**src/rtl/aes_shiftmix_col.sv**
```systemverilog
// aes_shiftmix_col
// ----------------
// Collects the four SubBytes output columns of one AES state (column 0
// first), then emits the ShiftRows + MixColumns result one column per
// accepted output handshake. MixColumns is skipped when the state was
// flagged as the final round (in_last sampled with column 0).
//
// Ports:
//   clk, rst     clock and synchronous active-high reset
//   in_valid     upstream column valid
//   in_ready     high while the state buffer is filling
//   in_col       SubBytes column, [31:24]=row 0 ... [7:0]=row 3
//   in_last      final-round flag, taken only with column 0
//   out_valid    result column valid
//   out_ready    downstream accepts the presented column
//   out_col      result column (0 while out_valid is low)
//   out_idx      index of the presented column
//   busy         high whenever the buffer holds data
//
// Optional build macro AES_SHIFTMIX_OREG_EN: registers out_col/out_idx,
// adding one cycle before the first result of each state.

module aes_shiftmix_col #(
  parameter int NCOL = 4   // columns per state; only 4 is meaningful
) (
  input  logic        clk,
  input  logic        rst,
  input  logic        in_valid,
  output logic        in_ready,
  input  logic [31:0] in_col,
  input  logic        in_last,
  output logic        out_valid,
  input  logic        out_ready,
  output logic [31:0] out_col,
  output logic [1:0]  out_idx,
  output logic        busy
);

  typedef enum logic {FILL, DRAIN} state_t;

  state_t      state_q, state_d;
  logic [1:0]  in_cnt_q, in_cnt_d;
  logic [1:0]  out_cnt_q, out_cnt_d;
  logic        last_q, last_d;
  logic [31:0] st_q [NCOL];

  logic        in_fire;
  logic        out_fire;
  logic [1:0]  sel_idx;
  logic [1:0]  sel_p1, sel_p2, sel_p3;
  logic [7:0]  a0, a1, a2, a3;
  logic [7:0]  b0, b1, b2, b3;
  logic [31:0] result;

  // Multiply by x in GF(2^8) modulo x^8+x^4+x^3+x+1.
  function automatic logic [7:0] xtime(input logic [7:0] v);
    return {v[6:0], 1'b0} ^ (v[7] ? 8'h1B : 8'h00);
  endfunction

  function automatic logic [7:0] mul3(input logic [7:0] v);
    return xtime(v) ^ v;
  endfunction

  assign in_fire  = in_valid & in_ready;
  assign out_fire = out_valid & out_ready;
  assign busy     = (state_q == DRAIN) || (in_cnt_q != 2'd0);

  // ShiftRows picks row r of the shifted column c from buffered column
  // (c+r) mod 4; the 2-bit index arithmetic gives the wrap for free.
  assign sel_p1 = sel_idx + 2'd1;
  assign sel_p2 = sel_idx + 2'd2;
  assign sel_p3 = sel_idx + 2'd3;
  assign a0 = st_q[sel_idx][31:24];
  assign a1 = st_q[sel_p1][23:16];
  assign a2 = st_q[sel_p2][15:8];
  assign a3 = st_q[sel_p3][7:0];

  assign b0 = xtime(a0) ^ mul3(a1) ^ a2 ^ a3;
  assign b1 = a0 ^ xtime(a1) ^ mul3(a2) ^ a3;
  assign b2 = a0 ^ a1 ^ xtime(a2) ^ mul3(a3);
  assign b3 = mul3(a0) ^ a1 ^ a2 ^ xtime(a3);

  assign result = last_q ? {a0, a1, a2, a3} : {b0, b1, b2, b3};

  // Next-state logic: fill four columns, then drain four results.
  always_comb begin
    state_d   = state_q;
    in_cnt_d  = in_cnt_q;
    out_cnt_d = out_cnt_q;
    last_d    = last_q;
    in_ready  = 1'b0;
    unique case (state_q)
      FILL: begin
        in_ready = 1'b1;
        if (in_valid) begin
          in_cnt_d = in_cnt_q + 2'd1;
          if (in_cnt_q == 2'd0) last_d = in_last;
          if (in_cnt_q == 2'd3) state_d = DRAIN;
        end
      end
      DRAIN: begin
        if (out_fire) begin
          out_cnt_d = out_cnt_q + 2'd1;
          if (out_cnt_q == 2'd3) state_d = FILL;
        end
      end
      default: state_d = FILL;
    endcase
  end

  // Control registers.
  always_ff @(posedge clk) begin
    if (rst) begin
      state_q   <= FILL;
      in_cnt_q  <= 2'd0;
      out_cnt_q <= 2'd0;
      last_q    <= 1'b0;
    end else begin
      state_q   <= state_d;
      in_cnt_q  <= in_cnt_d;
      out_cnt_q <= out_cnt_d;
      last_q    <= last_d;
    end
  end

  // State buffer; contents after reset are irrelevant, so no reset here.
  always_ff @(posedge clk) begin
    if (in_fire) st_q[in_cnt_q] <= in_col;
  end

`ifdef AES_SHIFTMIX_OREG_EN
  logic        oval_q, oval_d;
  logic [31:0] ocol_q, ocol_d;
  logic [1:0]  oidx_q, oidx_d;

  // Once the register is presenting column n, the datapath already
  // computes column n+1 so it can be loaded on the accepting edge.
  assign sel_idx = oval_q ? out_cnt_q + 2'd1 : out_cnt_q;

  // Output register: first load on entry to DRAIN, reload after each
  // accepted column, clear after the last one.
  always_comb begin
    oval_d = oval_q;
    ocol_d = ocol_q;
    oidx_d = oidx_q;
    if (state_q == DRAIN) begin
      if (!oval_q) begin
        oval_d = 1'b1;
        ocol_d = result;
        oidx_d = sel_idx;
      end else if (out_fire) begin
        if (out_cnt_q == 2'd3) begin
          oval_d = 1'b0;
          ocol_d = 32'h0;
          oidx_d = 2'd0;
        end else begin
          ocol_d = result;
          oidx_d = sel_idx;
        end
      end
    end
  end

  always_ff @(posedge clk) begin
    if (rst) begin
      oval_q <= 1'b0;
      ocol_q <= 32'h0;
      oidx_q <= 2'd0;
    end else begin
      oval_q <= oval_d;
      ocol_q <= ocol_d;
      oidx_q <= oidx_d;
    end
  end

  assign out_valid = oval_q;
  assign out_col   = ocol_q;
  assign out_idx   = oidx_q;
`else
  assign sel_idx   = out_cnt_q;
  assign out_valid = (state_q == DRAIN);
  assign out_col   = out_valid ? result : 32'h0;
  assign out_idx   = out_cnt_q;
`endif

endmodule

```
**config.mk**
```make
export PLATFORM = sky130hd
export DESIGN_NAME = aes_shiftmix_col
export DESIGN_NICKNAME = d
export VERILOG_FILES = /design/src/rtl/aes_shiftmix_col.sv
export SDC_FILE = /design/constraint.sdc
export NUM_CORES = 1
export LEC_CHECK = 0
export CAP_MARGIN = 20
export CORE_MARGIN = 4
export CORE_UTILIZATION = 55
export CTS_BUF_LIST = sky130_fd_sc_hd__clkbuf_16
export DETAILED_ROUTE_END_ITERATION = 7
export GPL_TIMING_DRIVEN = 0
export PLACE_DENSITY_LB_ADDON = 0.12
export SYNTH_ARGS = -nofsm -noshare
export SYNTH_HDL_FRONTEND = slang
export SYNTH_SLANG_ARGS = --single-unit
```
**constraint.sdc**
```tcl
create_clock -name clk -period 3.3 [get_ports clk]
set_input_delay 0.66 -clock clk [delete_from_list [all_inputs] [get_ports clk]]
set_output_delay 0.66 -clock clk [all_outputs]
set_load 0.01 [all_outputs]
```
==> reports/summary.txt, run 1 <==
Outcome - finished with violations
Failing checks - negative setup slack
Hold slack - 0.5499 ns
Reg area - 4009 sq um
CP Max Fanout - 8
Sequential area share after synthesis - 0.6013
Post-synthesis cell type count - 30
N_diodes - 0
Net Count, Synth - 390
Met1 usage - 0.3136
DIE AREA - 13,930 sq um
Worst slack at placement - -0.6426 ns
Vias in the first global route - 4,220
Post-synthesis adder-cell area fraction - 0.009395
Post-Syn Area - 6659 sq um
Slew HR - 0.3750
CP max stage delay - 0.59 ns
Total CTS buffers - 17
WL per Instance - 25.45 um
Fin crit share - 1.083
Number of port buffers - 73
Die Span Y - 118.0 um
Area post-placement - 7574 sq um
Synth Area in Simple Gates - 0.02706
Overall power - 0.004364 W
Final nets - 577
H-tree levels - 4
Final hold vios - 0
Least-Margin Pin Slew - 0.9375 ns
Wire length of the first global-routing pass - 25.05 mm
Worst hold path class - reg -> reg
Critical path endpoint category - output pin
CP Cell Sequence - buf_8 > buf_12 > mux4_2 > buf_4 > xor2_4 > xnor3_1 > a22o_1 > buf_2
Compound-Gate Fraction of Synth Area - 0.03138
Global route overflow - 0
GR Util met2 - 0.3956
Multiplexer area fraction after synthesis - 0.1137
Largest net degree at the start of global routing - 34
CP bufs+invs - 4
CTS Hold Buffers Added - 0
Maximum root-to-sink buffer count - 2
Synth Area per Inst - 19.13 sq um
Via Count - 4,090
Critical path class - reg -> out
Non-filler cells, final - 689
CP delay by family, top - XOR/XNOR gates
CTS root buffer - clkbuf_16
Syn Inst Count - 348
Post-Synth XOR/XNOR Area - 0.1984
Final setup margin - -0.2729 ns
Final setup fails - 28
Detailed-placement wirelength estimate - 9.130 mm
Layout cells sized above 1 - 0.4194
CORE AREA - 11,610 sq um
Worst vdd rail ir drop - 372.6 uV
Unrepaired setup endpoints after global routing - true
FMAX - 279.9 MHz
Initial core utilization - 0.5734
Skew final - 0.006592 ns
Clk sink count - 136
Max stage delay cell, worst path - mux4_2
Pre-antenna DRT Iters - 7
All-Layer GR Usage - 0.2446
Rows - 39
Die W - 118.0 um
Via density - 5.936
FF+latch count, synth - 136
RD Place Congestion - 0.8521
# IOs - 74
Min Clock Period, post-route - 3.573 ns
Met3 track demand over resource - 0.06487
Clk Latency, worst-skew pair - 0.42 ns
Power Dens Cells - 477.9 nW/um^2
CTS tree - yes
Final instance area - 9131 sq um
Area of the multi-input gates - 2769 sq um
Final Slew Violations - 0
Static Leakage - 3.669 nW
Initial antenna violation count - 0
Main combinational cell family by area after synthesis - XOR/XNOR gates
Commonest non-fill, non-tap cells in the layout - edfxtp_1, buf_4, clkdlybuf4s50_1
Antenna Nets Post-Route - 0
WP data required - 2.64 ns
Startpoint type of the worst setup path - flip-flop
Post-route DRC - 0
Area Overhead vs Synth - 37.13%
Fill cells - 602
WL final - 17.54 mm
Critical Path AT - 2.91 ns
Warnings from Yosys - 0
Inst Count DP - 564
Max Cap Violations - 0
DR iter-0 viols - 322
Worst-path clk slew - 0.05 ns
GR peak layer - met2
Commonest non-fill, non-tap cell in the layout - edfxtp_1
-- final timing paths --
check / startpoint / slack (ns) / to / cells past startpoint
hold / removal: last_q / 0.55 / last_q / 2
hold reg to reg: last_q / 0.55 / last_q / 2
setup reg to reg: out_valid / 1.32 / st_q[3][2] / 2
setup / recovery: out_idx[0] / -0.27 / out_col[27] / 8
-- metrics by stage --
stage          setup TNS [ns]  utilization
2_1_floorplan               0            -
3_3_place_gp           -10.87       0.6517
3_5_place_dp           -11.40       0.6521
4_1_cts                -3.866       0.7744
5_1_grt                -6.450       0.7863
6_report               -4.468       0.7863
-- final cells by class --
cell class	count	share of cell area
flip-flops and latches	136	0.4390
multi-input cells	193	0.3032
repair buffers	170	0.1635
clock buffers	17	0.04659
well taps	143	0.01959
plain buffers	14	0.01562
clock inverters	13	0.01124
inverters	3	0.001233
-- registers in the layout, indices dropped and copies added, names as in the netlist, named ones only --
register,flops
in_cnt_q,2
last_q,1
out_valid,1
out_idx,2
st_q,128
-- cells in the mapped netlist --
| master | n | share of area |
|---|---|---|
| edfxtp_1 | 128 | 0.58 |
| xnor3_1 | 38 | 0.13 |
| nand2_1 | 27 | 0.015 |
| mux4_2 | 25 | 0.085 |
| o21ai_1 | 23 | 0.017 |
| xnor2_1 | 18 | 0.024 |
| xor2_1 | 12 | 0.016 |
| a22o_1 | 9 | 0.012 |
| dfxtp_1 | 8 | 0.024 |
| nor2_1 | 8 | 0.0045 |
| clkbuf_1 | 7 | 0.0039 |
| mux4_1 | 7 | 0.028 |
| ha_1 | 5 | 0.0094 |
| and2_1 | 4 | 0.0038 |
| buf_6 | 4 | 0.0068 |
| a21oi_1 | 3 | 0.0023 |
| inv_1 | 3 | 0.0017 |
| xnor2_4 | 3 | 0.012 |
| xor2_2 | 3 | 0.0073 |
| buf_2 | 2 | 0.0015 |
| xor3_1 | 2 | 0.0071 |
| and3_1 | 1 | 0.00094 |
| buf_12 | 1 | 0.0030 |
| buf_4 | 1 | 0.0011 |
| clkbuf_2 | 1 | 0.00075 |
| mux2i_1 | 1 | 0.0015 |
| nand2b_1 | 1 | 0.00094 |
| nand3_1 | 1 | 0.00075 |
| nor2b_1 | 1 | 0.00094 |
| xnor3_2 | 1 | 0.0036 |
-- worst register-to-register path: stages, from the launching register on --
cell	delay [ns]
dfxtp_1	0.39
nor2b_1	0.35
and2_2	0.84
-- where the power goes --
part	switching, W	internal (W)
combinational	0.000279	0.000369
clock	0.000648	0.00107
sequential	0.0000213	0.00198
total	0.000948	0.00342
-- metal layers --
metal | up-vias | wire length, um
met3 | 39 | 1270
met5 | - | 0
met1 | 2096 | 6788
met4 | 0 | 448
met2 | 217 | 9028
li1 | 1738 | -
-- repair_timing --
item,in CTS,in global routing
pin swaps,34,18
buffers inserted,83,14
endpoints found under the setup margin,32,32
gates resized for setup,204,18
-- cells by family after synthesis --
group	count (synthesis)
flip-flops	136
buffers and inverters	19
XOR/XNOR	77
multiplexers	33
AO/OA/AOI/OAI	35
adder cells (fa/ha/maj)	5
AND/OR/NAND/NOR	43
Note: power is estimated with default switching activity, not from simulation.
==> run 2: changes to the inputs <==
--- a/config.mk
+++ b/config.mk
@@ -6,6 +6,7 @@
 export NUM_CORES = 1
 export LEC_CHECK = 0
 export CAP_MARGIN = 20
+export CORE_ASPECT_RATIO = 0.9
 export CORE_MARGIN = 4
 export CORE_UTILIZATION = 55
 export CTS_BUF_LIST = sky130_fd_sc_hd__clkbuf_16
@@ -15,3 +16,4 @@
 export SYNTH_ARGS = -nofsm -noshare
 export SYNTH_HDL_FRONTEND = slang
 export SYNTH_SLANG_ARGS = --single-unit
+export TNS_END_PERCENT = 50
==> reports/summary.txt, run 2 (synthesis gave the netlist of run 1 again) <==
Outcome - finished with violations
Failing checks - negative setup slack
Least-Margin Pin Slew - 0.9352 ns
CP Max Fanout - 7
CORE AREA - 11,620 sq um
Total CTS buffers - 17
Setup tns final - -6.096 ns
Biggest register - st_q
CP bufs+invs - 4
RD Place Congestion - 0.8298
Layout cells sized above 1 - 0.4450
Worst hold path class - reg -> reg
Area of the multi-input gates - 2759 sq um
CP Cell Sequence - buf_6 > buf_12 > mux4_2 > buf_6 > xor3_1 > xnor3_1 > a22o_1 > buf_2
WHS Path Cells - 2
Clk Latency, worst-skew pair - 0.43 ns
# IOs - 74
Via density - 5.910
Worst R2R Start - out_valid
WP data required - 2.64 ns
Max stage delay cell, worst path - mux4_2
Wire length of the first global-routing pass - 25.65 mm
Non-filler cells, final - 711
Area Overhead vs Synth - 39.93%
Skew final - 0.004510 ns
Antenna Nets Post-Route - 0
Via Count - 4,202
Final hold vios - 0
Critical path depth - 8
Final setup fails - 31
DR iter-0 viols - 384
Post-route DRC - 0
Max FFs per register - 128
Reg2Reg Depth - 2
Reg-to-reg setup timing slack - 1.34 ns
Critical path class - reg -> out
Hold slack - 0.5810 ns
Vias in the first global route - 4,241
Slew HR - 0.3765
Global route overflow - 0
Final Slew Violations - 0
Commonest non-fill, non-tap cell in the layout - edfxtp_1
Min Clock Period, post-route - 3.585 ns
Largest net degree at the start of global routing - 33
DIE AREA - 13,930 sq um
Worst vdd rail ir drop - 448.9 uV
All-Layer GR Usage - 0.2619
FF-to-FF End - st_q[2][14]
Commonest non-fill, non-tap cells in the layout - edfxtp_1, buf_4, buf_6, clkdlybuf4s50_1, xnor3_1
N_diodes - 0
Maximum root-to-sink buffer count - 2
Hold Crit Endpoint - in_cnt_q[0]
Fill cells - 582
WL per Instance - 25.82 um
CP delay by family, top - XOR/XNOR gates
Power Dens Cells - 488.5 nW/um^2
Static Leakage - 3.710 nW
Worst slack at placement - -0.6436 ns
Fin crit share - 1.086
Area post-placement - 7630 sq um
Worst-path clk slew - 0.06 ns
Critical path launch point - out_idx[0]
Final instance area - 9318 sq um
FMAX - 279.0 MHz
Clk sink count - 136
Die Span Y - 112.4 um
Critical Path AT - 2.92 ns
Die W - 124.0 um
Initial core utilization - 0.5731
CP max stage delay - 0.57 ns
Reg area - 4008 sq um
Most used cell, CP - buf_6
CTS tree - yes
Number of port buffers - 73
Unrepaired setup endpoints after global routing - true
CTS root buffer - clkbuf_16
Final setup margin - -0.2847 ns
Hold Startpoint - in_cnt_q[0]
Startpoint type of the worst setup path - flip-flop
H-tree levels - 4
Initial antenna violation count - 0
Max Cap Violations - 0
Inst Count DP - 579
Rows - 37
WL final - 18.36 mm
Pre-antenna DRT Iters - 5
Final nets - 584
Detailed-placement wirelength estimate - 9.426 mm
Critical path endpoint category - output pin
## run 2: changes by cell type in the layout (fill, tap and decap cells not counted), moves of 3 or more
| cell | before | now |
|---|---|---|
| clkinvlp_4 | 0 | 4 |
| buf_8 | 3 | 0 |
| buf_2 | 32 | 29 |
| buf_6 | 35 | 41 |
| clkbuf_2 | 0 | 3 |
| inv_1 | 10 | 3 |
| inv_6 | 0 | 7 |
## run 2: worst max path at each step
stage               slack (ns)          end
CTS                      -0.28  out_col[11]
global route             -0.35  out_col[27]
floorplan                 0.31  out_col[15]
global placement         -0.64  out_col[11]
finish                   -0.28  out_col[27]
detailed placement       -0.64  out_col[11]
## run 2: timing repair
item,in CTS,in global routing
hold buffers,0,0
gates resized for setup,197,24
pin swaps,29,25
setup buffers,77,23
setup endpoints to repair,32,32
gates cloned,1,1
## run 2: worst min-delay path, cell delays in order, from the launching register on
cell and delay [ns]:
dfxtp_1 0.34, xnor2_1 0.13, nor2_1 0.07
## run 2: power by group
part           internal [W]  switching, W
clock               0.00112      0.000764
combinational      0.000381      0.000287
sequential          0.00197     0.0000217
total               0.00348       0.00107
## run 2: per-layer routing
metal / vias up / routed length [um] / track usage
met4: 0 / 572 / 0.1175
met3: 45 / 1529 / 0.06146
met5: - / 0 / 0
met1: 2130 / 6813 / 0.3466
li1: 1754 / - / -
met2: 273 / 9440 / 0.4162
## run 2: layout make-up
class,count,area share
inverters,3,0.001209
clock buffers,17,0.04566
clock inverters,15,0.01759
plain buffers,15,0.01638
repair buffers,176,0.1720
flip-flops and latches,136,0.4301
well taps,156,0.02095
multi-input cells,193,0.2961
## run 2: per-stage QoR
stage / power (W) / utilization
2_1_floorplan: 0.002364 / -
3_3_place_gp: 0.002497 / 0.6527
3_5_place_dp: 0.002518 / 0.6566
4_1_cts: 0.004482 / 0.7814
5_1_grt: 0.004679 / 0.8019
6_report: 0.004552 / 0.8019
